`src/rtl/softex_y_buffer_merge_pkg.sv`:
```
// Shared types and constants for the SoftEx y-buffer merge stage.
// Control and flag structs are sized by BUF_CNT_WIDTH.
package softex_y_buffer_merge_pkg;

  localparam int unsigned DATA_W        = 160;
  localparam int unsigned BUF_CNT_WIDTH = 8;
  localparam bit          USE_LATCH_BUF = 1'b0;

  typedef struct packed {
    logic                     merge;
    logic [BUF_CNT_WIDTH-1:0] num_loops;
  } y_buffer_ctrl_t;

  typedef struct packed {
    logic                     busy;
    logic [BUF_CNT_WIDTH-1:0] beat_cnt;
  } y_buffer_flags_t;

endpackage

```
`src/rtl/softex_y_buffer_merge_if.sv`:
```
// Valid/ready stream with byte strobes, used on both sides of the merge buffer.
interface softex_y_buffer_merge_if #(
  parameter int unsigned DATA_WIDTH = 128,
  parameter int unsigned STRB_WIDTH = DATA_WIDTH / 8
) ();

  logic                  valid;
  logic                  ready;
  logic [DATA_WIDTH-1:0] data;
  logic [STRB_WIDTH-1:0] strb;

  modport master (output valid, output data, output strb, input  ready);
  modport slave  (input  valid, input  data, input  strb, output ready);

endinterface

```
`src/rtl/softex_y_buffer_merge_fifo.sv`:
```
// Output FIFO for merged words: one cycle push-to-pop latency, push ready
// depends only on occupancy (a same-cycle pop does not free a slot).
module softex_y_buffer_merge_fifo #(
  parameter int unsigned DATA_WIDTH   = 128,
  parameter int unsigned STRB_WIDTH   = DATA_WIDTH / 8,
  parameter int unsigned DEPTH        = 2,
  parameter bit          LATCH_BUFFER = 1'b0
) (
  input  logic                    clk_i,
  input  logic                    rst_ni,
  input  logic                    clear_i,
  softex_y_buffer_merge_if.slave  push_i,
  softex_y_buffer_merge_if.master pop_o,
  output logic                    empty_o
);

  localparam int unsigned AW = (DEPTH > 1) ? $clog2(DEPTH) : 1;
  localparam int unsigned CW = $clog2(DEPTH + 1);
  localparam int unsigned EW = DATA_WIDTH + STRB_WIDTH;

  logic [EW-1:0] r_mem [DEPTH];
  logic [AW-1:0] r_wptr, r_rptr;
  logic [CW-1:0] r_cnt;
  logic          w_push, w_pop;

  // Storage is flop-based for either setting of LATCH_BUFFER.
  logic w_unused_latch_buf;
  assign w_unused_latch_buf = LATCH_BUFFER;

  assign push_i.ready = (r_cnt != CW'(DEPTH));
  assign pop_o.valid  = (r_cnt != '0);
  assign {pop_o.data, pop_o.strb} = r_mem[r_rptr];
  assign empty_o      = (r_cnt == '0);

  assign w_push = push_i.valid & push_i.ready;
  assign w_pop  = pop_o.valid & pop_o.ready;

  always_ff @(posedge clk_i) begin
    if (w_push) begin
      r_mem[r_wptr] <= {push_i.data, push_i.strb};
    end
  end

  always_ff @(posedge clk_i or negedge rst_ni) begin
    if (!rst_ni) begin
      r_wptr <= '0;
      r_rptr <= '0;
      r_cnt  <= '0;
    end else if (clear_i) begin
      r_wptr <= '0;
      r_rptr <= '0;
      r_cnt  <= '0;
    end else begin
      if (w_push) begin
        r_wptr <= (r_wptr == AW'(DEPTH - 1)) ? '0 : r_wptr + AW'(1);
      end
      if (w_pop) begin
        r_rptr <= (r_rptr == AW'(DEPTH - 1)) ? '0 : r_rptr + AW'(1);
      end
      if (w_push && !w_pop) begin
        r_cnt <= r_cnt + CW'(1);
      end else if (!w_push && w_pop) begin
        r_cnt <= r_cnt - CW'(1);
      end
    end
  end

endmodule

```
`src/rtl/softex_y_buffer_merge.sv`:
```
// Collapses groups of num_loops input beats into one byte-merged word and
// queues it in a small output FIFO; with merging off it is a plain FIFO.
module softex_y_buffer_merge
  import softex_y_buffer_merge_pkg::*;
#(
  parameter int unsigned DATA_WIDTH   = DATA_W - 32,
  parameter int unsigned STRB_WIDTH   = DATA_WIDTH / 8,
  parameter int unsigned DEPTH        = 2,
  parameter int unsigned CNT_WIDTH    = BUF_CNT_WIDTH,
  parameter bit          LATCH_BUFFER = USE_LATCH_BUF
) (
  input  logic                    clk_i,
  input  logic                    rst_ni,
  input  logic                    clear_i,
  input  y_buffer_ctrl_t          ctrl_i,
  output y_buffer_flags_t         flags_o,
  softex_y_buffer_merge_if.slave  buffer_i,
  softex_y_buffer_merge_if.master buffer_o
);

  logic [DATA_WIDTH-1:0] r_acc_data;
  logic [STRB_WIDTH-1:0] r_acc_strb;
  logic [CNT_WIDTH-1:0]  r_beat_cnt;
  y_buffer_ctrl_t        r_ctrl;

  logic [CNT_WIDTH-1:0]  w_num_loops, w_len;
  logic                  w_last, w_discard, w_hs, w_fifo_empty;
  logic [DATA_WIDTH-1:0] w_m_data;
  logic [STRB_WIDTH-1:0] w_m_strb;

  softex_y_buffer_merge_if #(
    .DATA_WIDTH (DATA_WIDTH),
    .STRB_WIDTH (STRB_WIDTH)
  ) w_fifo_push ();

  assign w_num_loops = CNT_WIDTH'(ctrl_i.num_loops);
  assign w_len       = (ctrl_i.merge && (w_num_loops > CNT_WIDTH'(1))) ? w_num_loops
                                                                        : CNT_WIDTH'(1);
  assign w_last      = ((r_beat_cnt + CNT_WIDTH'(1)) == w_len);
  // A control change with a partial group pending drops the group this cycle.
  assign w_discard   = (r_ctrl != ctrl_i) && (r_beat_cnt != '0);

  always_comb begin
    w_m_data = r_acc_data;
    for (int b = 0; b < int'(STRB_WIDTH); b++) begin
      if (buffer_i.strb[b]) begin
        w_m_data[b*8 +: 8] = buffer_i.data[b*8 +: 8];
      end
    end
  end
  assign w_m_strb = r_acc_strb | buffer_i.strb;

  assign buffer_i.ready    = w_discard ? 1'b0 : (w_last ? w_fifo_push.ready : 1'b1);
  assign w_hs              = buffer_i.valid & buffer_i.ready;

  assign w_fifo_push.valid = buffer_i.valid & w_last & ~w_discard;
  assign w_fifo_push.data  = w_m_data;
  assign w_fifo_push.strb  = w_m_strb;

  always_ff @(posedge clk_i or negedge rst_ni) begin
    if (!rst_ni) begin
      r_acc_data <= '0;
      r_acc_strb <= '0;
      r_beat_cnt <= '0;
      r_ctrl     <= '0;
    end else begin
      r_ctrl <= ctrl_i;
      if (clear_i || w_discard || (w_hs && w_last)) begin
        r_acc_data <= '0;
        r_acc_strb <= '0;
        r_beat_cnt <= '0;
      end else if (w_hs) begin
        r_acc_data <= w_m_data;
        r_acc_strb <= w_m_strb;
        r_beat_cnt <= r_beat_cnt + CNT_WIDTH'(1);
      end
    end
  end

  softex_y_buffer_merge_fifo #(
    .DATA_WIDTH   (DATA_WIDTH),
    .STRB_WIDTH   (STRB_WIDTH),
    .DEPTH        (DEPTH),
    .LATCH_BUFFER (LATCH_BUFFER)
  ) u_fifo (
    .clk_i   (clk_i),
    .rst_ni  (rst_ni),
    .clear_i (clear_i),
    .push_i  (w_fifo_push),
    .pop_o   (buffer_o),
    .empty_o (w_fifo_empty)
  );

  assign flags_o.busy     = (r_beat_cnt != '0) | ~w_fifo_empty;
  assign flags_o.beat_cnt = BUF_CNT_WIDTH'(r_beat_cnt);

endmodule

```
`src/flat_wrapper.sv`:
```
// flat-port wrapper written by rule: the top's interface ports become plain ports
module softex_y_buffer_merge_flat import softex_y_buffer_merge_pkg::*;
#(
  parameter int unsigned DATA_WIDTH   = DATA_W - 32,
  parameter int unsigned STRB_WIDTH   = DATA_WIDTH / 8,
  parameter int unsigned DEPTH        = 2,
  parameter int unsigned CNT_WIDTH    = BUF_CNT_WIDTH,
  parameter bit          LATCH_BUFFER = USE_LATCH_BUF
)
  (clk_i, rst_ni, clear_i, ctrl_i, flags_o, buffer_i_valid, buffer_i_data, buffer_i_strb, buffer_i_ready, buffer_o_valid, buffer_o_data, buffer_o_strb, buffer_o_ready);
  softex_y_buffer_merge_if #(.DATA_WIDTH(DATA_WIDTH), .STRB_WIDTH(STRB_WIDTH)) buffer_i_i ();
  softex_y_buffer_merge_if #(.DATA_WIDTH(DATA_WIDTH), .STRB_WIDTH(STRB_WIDTH)) buffer_o_i ();
  input  logic clk_i;
  input  logic rst_ni;
  input  logic clear_i;
  input  y_buffer_ctrl_t ctrl_i;
  output y_buffer_flags_t flags_o;
  input wire logic [$bits(buffer_i_i.valid)-1:0] buffer_i_valid;
  input wire logic [$bits(buffer_i_i.data)-1:0] buffer_i_data;
  input wire logic [$bits(buffer_i_i.strb)-1:0] buffer_i_strb;
  output wire logic [$bits(buffer_i_i.ready)-1:0] buffer_i_ready;
  output wire logic [$bits(buffer_o_i.valid)-1:0] buffer_o_valid;
  output wire logic [$bits(buffer_o_i.data)-1:0] buffer_o_data;
  output wire logic [$bits(buffer_o_i.strb)-1:0] buffer_o_strb;
  input wire logic [$bits(buffer_o_i.ready)-1:0] buffer_o_ready;
  assign buffer_i_i.valid = buffer_i_valid;
  assign buffer_i_i.data = buffer_i_data;
  assign buffer_i_i.strb = buffer_i_strb;
  assign buffer_i_ready = buffer_i_i.ready;
  assign buffer_o_valid = buffer_o_i.valid;
  assign buffer_o_data = buffer_o_i.data;
  assign buffer_o_strb = buffer_o_i.strb;
  assign buffer_o_i.ready = buffer_o_ready;
  softex_y_buffer_merge #(.DATA_WIDTH(DATA_WIDTH), .STRB_WIDTH(STRB_WIDTH), .DEPTH(DEPTH), .CNT_WIDTH(CNT_WIDTH), .LATCH_BUFFER(LATCH_BUFFER)) u_core (.clk_i(clk_i), .rst_ni(rst_ni), .clear_i(clear_i), .ctrl_i(ctrl_i), .flags_o(flags_o), .buffer_i(buffer_i_i), .buffer_o(buffer_o_i));
endmodule
```
`config.mk`:
```
export PLATFORM = sky130hd
export DESIGN_NAME = softex_y_buffer_merge_flat
export DESIGN_NICKNAME = d
export VERILOG_FILES = /design/src/rtl/softex_y_buffer_merge_pkg.sv /design/src/rtl/softex_y_buffer_merge_if.sv /design/src/rtl/softex_y_buffer_merge_fifo.sv /design/src/rtl/softex_y_buffer_merge.sv /design/src/flat_wrapper.sv
export SDC_FILE = /design/constraint.sdc
export NUM_CORES = 1
export LEC_CHECK = 0
export CELL_PAD_IN_SITES_DETAIL_PLACEMENT = 0
export CELL_PAD_IN_SITES_GLOBAL_PLACEMENT = 2
export CORE_UTILIZATION = 35
export CTS_CLUSTER_SIZE = 28
export DETAILED_ROUTE_END_ITERATION = 7
export GPL_TIMING_DRIVEN = 0
export PLACE_DENSITY = 0.72
export SETUP_SLACK_MARGIN = 0.05
export SLEW_MARGIN = 30
export SYNTH_ARGS = -nofsm -noshare
export SYNTH_HDL_FRONTEND = slang
export SYNTH_HIERARCHICAL = 1
export SYNTH_SLANG_ARGS = --single-unit
```
`constraint.sdc`:
```
create_clock -name clk_i -period 7.6 [get_ports clk_i]
set_input_delay 1.52 -clock clk_i [delete_from_list [all_inputs] [get_ports clk_i]]
set_output_delay 1.52 -clock clk_i [all_outputs]
set_load 0.05 [all_outputs]
```
==> results of run 1 <==
## per-stage QoR
| stage | setup WS (ns) | hold WS [ns] | area [um2] | util, % | instances |
|---|---|---|---|---|---|
| global route | 1.60 | 0.530 | 24900 | 46.0 | 2418 |
| detailed placement | 1.27 | 0.509 | 23400 | 43.2 | 2327 |
| finish | 1.78 | 0.516 | 24900 | 46.0 | 2419 |
| global placement | -3.86 | 0.502 | 23100 | 42.8 | 2318 |
| CTS | 1.70 | 0.518 | 24900 | 46.0 | 2418 |
| floorplan | 0.435 | 0.494 | 19300 | - | 1326 |
## kinds of logic (layout without fill, tap and decap cells)
group | Yosys count | in the layout | share of synthesized area, %
DFF | 453 | 453 | 66.2
and+or+nand+nor | 283 | 283 | 6.26
muxes | 278 | 278 | 17.2
AOI/OAI and AO/OA | 195 | 195 | 6.76
buffers and inverters | 97 | 493 | 2.68
xor gates and xnor gates | 18 | 18 | 0.855
adders and majority gates | 2 | 2 | 0.130
other | 0 | 1 | 0
## power groups by stage
stage	Sequential (mW)	Combinational [mW]	Clock [mW]
floorplan	2.79	0.415	0
global placement	2.80	0.694	0
detailed placement	2.79	0.708	0
CTS	2.74	0.713	2.36
global route	2.75	0.752	2.45
finish	2.74	0.700	2.29
## synthesized netlist by cell type, types with 2 or more instances
library cell,number
nor4_1,3
xnor2_1,10
nand3_2,2
a21oi_2,10
a21oi_1,81
nor2_1,90
nand2b_1,2
nand2_1,144
buf_6,8
inv_1,7
or2_2,18
nand3_1,2
a22oi_1,64
buf_8,4
a2bb2oi_1,20
ha_1,2
dfrtp_1,165
o21ai_0,4
nand3b_1,3
xor2_1,7
and3_1,5
buf_2,26
buf_4,4
nand4_1,3
mux2i_1,4
edfxtp_1,288
mux2_4,50
mux2_2,224
nor3_1,4
clkbuf_1,48
a311oi_1,3
## worst min-delay path by stage
stage                            end
4_1_cts        u_core/r_acc_data[33]
2_1_floorplan   u_core/r_acc_data[0]
6_report       u_core/r_acc_data[41]
3_3_place_gp   u_core/r_acc_data[51]
5_1_grt         u_core/r_acc_data[3]
3_5_place_dp   u_core/r_acc_data[33]
## sequential cells by signal, indices dropped and copies added, names as in the netlist
signal,flops
u_core/r_acc_data,128
u_core/r_beat_cnt,8
u_core/u_fifo/r_wptr,1
u_core/r_ctrl,9
u_core/u_fifo/r_cnt,2
u_core/u_fifo/r_mem,288
u_core/u_fifo/r_rptr,1
u_core/r_acc_strb,16
## area by class of cell
class	instances	area, um2
fill	4855	29200
clock buffer	80	1450
tap	696	871
inverter	7	33.8
clock inverter	11	81.3
sequential	453	12800
antenna	1	2.50
multi-input combinational	776	6020
timing repair buffer	305	3190
buffer	90	492
## worst max-delay path, stage by stage
cell and delay (ns):
clkdlybuf4s50_1 0.55, clkbuf_1 0.39, xnor2_1 0.18, nand4_1 0.10
nor4_1 0.30, a31o_2 0.26, o31a_1 0.13, clkdlybuf4s50_1 0.86
## per-layer routing
| layer | global-route usage, % | vias to the layer above | routed length (um) | share of wire (%) |
|---|---|---|---|---|
| li1 | - | 5588 | - | - |
| met3 | 4.00 | 59 | 3080 | 5.8 |
| met4 | 5.41 | 0 | 1080 | 2.0 |
| met1 | 24.7 | 6075 | 22900 | 43 |
| met5 | 0 | - | 0 | 0 |
| met2 | 31.2 | 294 | 25700 | 49 |
==> results.py, run 1 <==
metrics = {
    "clock_tree": {
        "holdBufCountCts": 0,
        "post_cts_buffers": 0,
        "cts-root-buf": "clkbuf_16",
        "insertion_delay_ns": 0.59,
        "cts_tree": "done",
        "ctsLongestPathBuffers": 3,
        "htreeDepth": 2,
        "cts.sinks": 453,
        "cts_resized": 0,
        "cts_buffers": 50,
        "clkTransAtPathRegs_ns": 0.06,
    },
    "detailed_routing": {
        "drt_iter0_drc": 588,
        "routed_via_density": 4.97,
        "drcViolationCount": 0,
        "vias": 12016,
        "dr.pass1.iters": 5,
        "post_drt_wl_per_cell_um": 21.8,
        "postRouteAntennaNets": 0,
        "routed_wl_mm": 52.8,
    },
    "critical_path": {
        "worst-setup-path-type": "input port to output port",
        "crit_end": "buffer_i_ready",
        "r2r_slack_ns": 2.65,
        "r2r_start": "u_core/r_beat_cnt[1]",
        "path_max_fanout": 10,
        "cp.arrival_ns": 4.30,
        "endpoint_kind": "output port",
        "reg2reg_depth": 14,
        "r2r-end": "u_core/u_fifo/r_mem[0][101]",
        "critical_path.startpoint": "ctrl_i[8]",
        "cp.required_ns": 6.08,
        "critPathLaunchType": "input port",
    },
    "yosys": {
        "avgSynthCellArea_um2": 14.6,
        "syn_inst": 1326,
        "syn-num-nets": 1486,
        "synthDistinctLibCells": 52,
        "synthesis.yosys.warnings": 6,
        "netlist_area_mm2": 0.0193,
        "ys_seq_elements": 453,
        "synth_area_leaders": "edfxtp_1 45%, dfrtp_1 21%, mux2_2 13%",
        "synth_top_flop_cell": "edfxtp_1",
        "yosysTopAreaCell": "edfxtp_1",
        "synth_top_area_share_pct": 44.8,
        "async_flop_share_pct": 36.4,
        "synth_edf_count": 288,
        "yosysSeqAreaShare_pct": 66.2,
    },
    "sta": {
        "maxSlewViolCount": 0,
        "setup_tns_ns": 0,
        "hold_viol": 0,
        "clock_skew_ns": 0.0301,
        "period_share_pct": 76.6,
        "clock.fmax_mhz": 172,
        "maxSlewHeadroom_pct": 42.3,
        "worstMarginPinSlew_ns": 0.866,
        "layout_min_cycle_time_ns": 5.82,
        "rsz0062_at_grt": "false",
        "setup_viol": 0,
    },
    "layout": {
        "final_common_cell": "clkdlybuf4s50_1",
        "area_delta_synth_final_pct": 29.0,
        "fin_nets": 1843,
        "drive_above_1_share_pct": 25.0,
        "layout_common_cells": "295 x clkdlybuf4s50_1, 288 x edfxtp_1, 224 x mux2_2, 165 x dfrtp_1, 144 x nand2_1",
    },
    "placed_design": {
        "io_buffers": 296,
        "gp_congestion": 0.745,
        "hpwl_mm": 34.9,
    },
    "grt": {
        "grt_pass1_wl_mm": 78.7,
        "grt_max_degree": 68,
        "grt_usage_pct": 18.8,
        "grt.overflow.total": 0,
        "antenna_found_initial": 1,
        "grt_pass1_vias": 12341,
    },
    "floorplan": {
        "start_util_pct": 35.7,
        "die_area_mm2": 0.0561,
        "ioPinCount": 313,
        "core_region_area_mm2": 0.0541,
        "die_h_um": 237,
        "dieWidth_um": 237,
        "row_count": 85,
    },
    "power": {
        "vdd_ir_drop_max_mv": 0.168,
        "power_frac_clock_pct": 39.9,
        "p_sw_mw": 1.41,
        "switching_share_pct": 24.6,
        "seq_power_share_pct": 47.8,
        "leakage_nw": 9.28,
        "power_mw": 5.73,
        "internal-power_mw": 4.32,
        "power_density_mw_per_mm2": 230,
        "comb_power_share_pct": 12.2,
    },
    "run": {
        "maxCapViolCount": 0,
    },
    "outcome": {
        "status": "completed",
    },
    "hold_path": {
        "holdCritStartpoint": "u_core/r_acc_data[41]",
        "min_path_type": "flop to flop",
        "min_path_cells": 2,
    },
}
Power figures use the tool's default switching activity.
==> run 2, diff against run 1 <==
CORE_UTILIZATION = 34   (was 35)
PLACE_DENSITY = 0.73   (was 0.72)
clock period = 5.35 ns   (was 7.6 ns; I/O delays follow)
==> results.py, run 2 (synthesis gave the netlist of run 1 again) <==
metrics = {
    "power": {
        "leakage_nw": 9.35,
        "power_density_mw_per_mm2": 329,
        "vdd_ir_drop_max_mv": 0.197,
        "power_mw": 8.26,
    },
    "critical_path": {
        "path_buf_inv": 2,
        "crit_top_cell": "clkdlybuf4s50_1",
        "path_max_fanout": 5,
        "cp.required_ns": 4.28,
        "max_stage_delay_ns": 0.75,
        "cp.arrival_ns": 3.85,
        "endpoint_kind": "output port",
        "cp_slowest_cell": "clkdlybuf4s50_1",
        "critPathLaunchType": "input port",
        "worst-setup-path-type": "input port to output port",
        "cp_top_family": "buffers and inverters",
        "critical_path_depth": 8,
        "reg2reg_depth": 15,
        "crit_chain": "clkdlybuf4s50_1 > nand2_1 > xor2_1 > nor4b_1 > a311oi_1 > a211o_1 > o31a_1 > clkdlybuf4s50_1",
    },
    "layout": {
        "largest_reg_flops": 288,
        "drive_above_1_share_pct": 25.5,
        "fin_nets": 1847,
        "final_common_cell": "clkdlybuf4s50_1",
        "design_area_mm2": 0.0251,
        "reg.largest.list": "u_core/u_fifo/r_mem x288, u_core/r_acc_data x128, u_core/r_acc_strb x16",
        "layout_common_cells": "295 x clkdlybuf4s50_1, 288 x edfxtp_1, 224 x mux2_2, 165 x dfrtp_1, 144 x nand2_1",
        "area_delta_synth_final_pct": 30.2,
        "regArea_mm2": 0.0128,
        "fill_cells": 5069,
        "top_register": "u_core/u_fifo/r_mem",
        "multi_input_area_mm2": 0.00602,
        "utilization_pct": 45.2,
    },
    "clock_tree": {
        "post_cts_buffers": 0,
        "cts_tree": "done",
        "htreeDepth": 2,
        "cts_buffers": 50,
        "clkTransAtPathRegs_ns": 0.06,
        "ctsLongestPathBuffers": 3,
        "insertion_delay_ns": 0.58,
        "cts-root-buf": "clkbuf_16",
        "cts.sinks": 453,
    },
    "sta": {
        "maxSlewViolCount": 0,
        "clock.fmax_mhz": 203,
        "rsz0062_at_grt": "false",
        "setup_tns_ns": 0,
        "period_share_pct": 91.9,
        "timing.final.ws_setup_ns": 0.431,
        "worstMarginPinSlew_ns": 0.847,
        "layout_min_cycle_time_ns": 4.92,
        "clock_skew_ns": 0.0176,
        "hold_viol": 0,
        "maxSlewHeadroom_pct": 43.5,
        "setup_viol": 0,
    },
    "placed_design": {
        "place_ws_ns": -0.435,
        "gp_congestion": 0.757,
        "placed_area_mm2": 0.0235,
        "hpwl_mm": 35.8,
        "io_buffers": 296,
    },
    "detailed_routing": {
        "routed_via_density": 4.86,
        "routed_wl_mm": 52.8,
        "dr.pass1.iters": 5,
        "postRouteAntennaNets": 0,
        "post_drt_wl_per_cell_um": 21.3,
        "drcViolationCount": 0,
        "drt_iter0_drc": 623,
        "vias": 12043,
    },
    "hold_path": {
        "min_path_type": "input port to async pin",
    },
    "grt": {
        "antenna_found_initial": 2,
        "grtUsageMet1_pct": 23.8,
        "grt_use_met3_pct": 3.78,
        "use_met2_pct": 30.4,
        "grt_pass1_vias": 12362,
        "grt_usage_pct": 18.3,
        "grt_max_degree": 75,
        "grt_pass1_wl_mm": 77.9,
        "grt.overflow.total": 0,
        "grt-busiest-layer": "met2",
    },
    "run": {
        "maxCapViolCount": 0,
    },
    "floorplan": {
        "ioPinCount": 313,
        "dieWidth_um": 240,
        "start_util_pct": 34.7,
        "die_area_mm2": 0.0578,
        "core_region_area_mm2": 0.0556,
        "row_count": 86,
        "die_h_um": 240,
    },
    "outcome": {
        "status": "completed",
    },
}
-- run 2: changes by cell type in the layout (fill, tap and decap cells not counted) --
cell,change
buf_12,+3
buf_16,+1
bufinv_16,+2
clkbuf_1,-13
clkbuf_2,+1
clkbuf_8,+1
clkinv_1,+8
clkinv_2,+2
clkinvlp_4,+2
diode_2,+2
inv_8,-1
-- run 2: power by group --
group          switching, mW  internal [mW]
clock network           1.38           1.98
registers             0.0419           3.85
logic                  0.593          0.407
-- run 2: stage by stage --
step                hold WS (ns)  instances
floorplan                  0.494       1326
global placement           0.503       2370
detailed placement         0.509       2383
CTS                        0.392       2476
global route               0.405       2478
finish                     0.400       2479
-- run 2: path summary, 6_finish.rpt --
kind	start	slack, ns	endpoint
max in group asynchronous	rst_ni	4.16	u_core/r_acc_data[10]
hold reg to reg	u_core/r_acc_data[36]	0.51	u_core/r_acc_data[36]
min in group clk_i	u_core/r_acc_data[36]	0.51	u_core/r_acc_data[36]
hold / removal	rst_ni	0.40	u_core/r_acc_data[91]
setup reg to reg	u_core/r_beat_cnt[0]	0.77	u_core/u_fifo/r_mem[0][18]
setup / recovery	ctrl_i[5]	0.43	buffer_i_ready
-- run 2: timing repair --
| item | in CTS | in global routing |
|---|---|---|
| hold buffers | 0 | 0 |
| gates resized for setup | 0 | 2 |
| endpoints found under the hold margin | 0 | 0 |
| setup endpoints to repair | 0 | 25 |
-- run 2: cell type report --
type                    instances  share of cell area [%]
flip-flops and latches        453                    50.8
multi-input cells             776                    24.0
repair buffers                309                    13.0
clock buffers                  69                    5.62
well taps                     748                    3.72
plain buffers                  90                    1.96
clock inverters                24                   0.751
inverters                       7                   0.119
diodes                          3                  0.0299
-- run 2: routing by layer --
| layer | routed length (um) | up-vias |
|---|---|---|
| met1 | 22900 | 6148 |
| met5 | 0 | - |
| li1 | - | 5597 |
| met3 | 2580 | 63 |
| met2 | 26200 | 235 |
| met4 | 1030 | 0 |
==> run 3, diff against run 2 <==
CORE_MARGIN = 5   (was not set)
==> results.py, run 3 (synthesis gave the netlist of run 1 again) <==
metrics = {
    "grt": {
        "grt_pass1_wl_mm": 80.8,
        "use_met2_pct": 29.0,
        "grtUsageMet1_pct": 22.7,
        "antenna_found_initial": 4,
        "grt_use_met3_pct": 4.27,
        "grt-busiest-layer": "met2",
        "grt.overflow.total": 0,
        "grt_max_degree": 50,
        "grt_usage_pct": 17.4,
        "grt_pass1_vias": 12697,
    },
    "floorplan": {
        "start_util_pct": 34.3,
        "core_region_area_mm2": 0.0563,
        "die_h_um": 248,
        "die_area_mm2": 0.0617,
        "row_count": 87,
        "dieWidth_um": 248,
        "ioPinCount": 313,
    },
    "detailed_routing": {
        "vias": 12047,
        "dr.pass1.iters": 5,
        "drt_iter0_drc": 617,
        "routed_via_density": 4.84,
        "postRouteAntennaNets": 0,
        "routed_wl_mm": 54.6,
        "post_drt_wl_per_cell_um": 22.0,
        "drcViolationCount": 0,
    },
    "layout": {
        "final_cells": 2489,
        "final_common_cell": "clkdlybuf4s50_1",
        "layout_common_cells": "295 x clkdlybuf4s50_1, 288 x edfxtp_1, 224 x mux2_2, 165 x dfrtp_1, 144 x nand2_1",
        "drive_above_1_share_pct": 25.4,
        "top_register": "u_core/u_fifo/r_mem",
        "area_delta_synth_final_pct": 30.7,
        "largest_reg_flops": 288,
        "fin_nets": 1850,
        "fill_cells": 5109,
        "reg.largest.list": "u_core/u_fifo/r_mem x288, u_core/r_acc_data x128, u_core/r_acc_strb x16",
    },
    "sta": {
        "timing.final.ws_setup_ns": 0.451,
        "rsz0062_at_grt": "false",
        "maxSlewViolCount": 0,
        "clock.fmax_mhz": 204,
        "layout_min_cycle_time_ns": 4.90,
        "period_share_pct": 91.6,
        "hold_viol": 0,
        "maxSlewHeadroom_pct": 43.1,
        "clock_skew_ns": 0.0135,
        "setup_viol": 0,
        "worstMarginPinSlew_ns": 0.853,
    },
    "outcome": {
        "status": "completed",
    },
    "placed_design": {
        "placedCellCount": 2393,
        "place_ws_ns": -0.419,
        "io_buffers": 296,
        "gp_congestion": 0.741,
        "hpwl_mm": 37.4,
    },
    "critical_path": {
        "path_max_fanout": 10,
        "cp.required_ns": 4.28,
        "cp.arrival_ns": 3.83,
        "endpoint_kind": "output port",
        "worst-setup-path-type": "input port to output port",
        "critPathLaunchType": "input port",
    },
    "clock_tree": {
        "ctsLongestPathBuffers": 3,
        "cts-root-buf": "clkbuf_16",
        "holdBufCountCts": 0,
        "cts_buffers": 51,
        "clkTransAtPathRegs_ns": 0.05,
        "cts.sinks": 453,
        "cts_tree": "done",
        "htreeDepth": 2,
        "insertion_delay_ns": 0.58,
    },
    "hold_path": {
        "min_path_type": "input port to async pin",
    },
    "power": {
        "vdd_ir_drop_max_mv": 0.234,
        "power_density_mw_per_mm2": 329,
        "leakage_nw": 9.38,
    },
    "run": {
        "maxCapViolCount": 0,
    },
}
==> run 3: changes by cell type in the layout (fill, tap and decap cells not counted) <==
cell	change
buf_12	-2
buf_16	+4
bufinv_16	-1
clkbuf_1	+13
clkbuf_16	+2
clkbuf_2	-1
clkinv_1	-9
clkinv_2	-4
diode_2	-1
inv_8	+1
==> run 3: critical path, stage by stage <==
cell and delay, ns:
clkdlybuf4s50_1 0.56, clkbuf_1 0.37, a21boi_0 0.18, a311oi_1 0.30, o32a_1 0.31, o31a_1 0.17, clkdlybuf4s50_1 0.86
==> run 3: timing repair <==
item	4_1_cts	5_1_grt
buffers inserted	0	0
setup endpoints to repair	0	17
resized for setup	0	2
==> run 3: layout make-up <==
class,count,area (um2),share of cell area (%)
sequential,453,12800,50.6
multi-input combinational,776,6020,23.9
timing repair buffer,311,3340,13.2
clock buffer,83,1510,5.98
tap,756,946,3.75
buffer,90,492,1.95
clock inverter,11,116,0.461
inverter,7,30.0,0.119
antenna,2,5.00,0.0198
==> run 3: power breakdown <==
group | switching (mW) | leakage, nW | total [mW] | internal [mW]
logic | 0.598 | 3.72 | 1.01 | 0.411
registers | 0.0425 | 4.87 | 3.90 | 3.85
clock network | 1.39 | 0.791 | 3.41 | 2.02
==> run 3: final timing paths <==
check / slack [ns] / cells past startpoint / to / start
setup / recovery: 0.45 / 7 / buffer_i_ready / ctrl_i[8]
hold / removal: 0.37 / 1 / u_core/r_acc_data[91] / rst_ni
setup reg to reg: 0.72 / 16 / u_core/u_fifo/r_mem[0][40] / u_core/r_beat_cnt[0]
hold reg to reg: 0.52 / 2 / u_core/r_acc_data[23] / u_core/r_acc_data[23]
max in group asynchronous: 4.05 / 3 / u_core/r_acc_data[21] / rst_ni
min in group clk_i: 0.52 / 2 / u_core/r_acc_data[23] / u_core/r_acc_data[23]
==> run 3: per-stage QoR <==
stage                     util [%]  TNS (ns)  cell area (um2)  power, mW  hold WS [ns]
after floorplan                  -         0            19300       4.55         0.494
after global placement        41.3  -1666.19            23200       4.96         0.504
after detailed placement      42.0    -17.28            23600       4.99         0.509
after CTS                     44.8         0            25200       8.45         0.351
after global routing          44.8         0            25200       8.65         0.364
final                         44.9         0            25200       8.32         0.371
==> run 3: per-layer routing <==
| metal | up-vias | share of wire [%] |
|---|---|---|
| li1 | 5609 | - |
| met4 | 6 | 2.6 |
| met3 | 87 | 5.8 |
| met2 | 277 | 49 |
| met1 | 6068 | 43 |
| met5 | - | 0.070 |
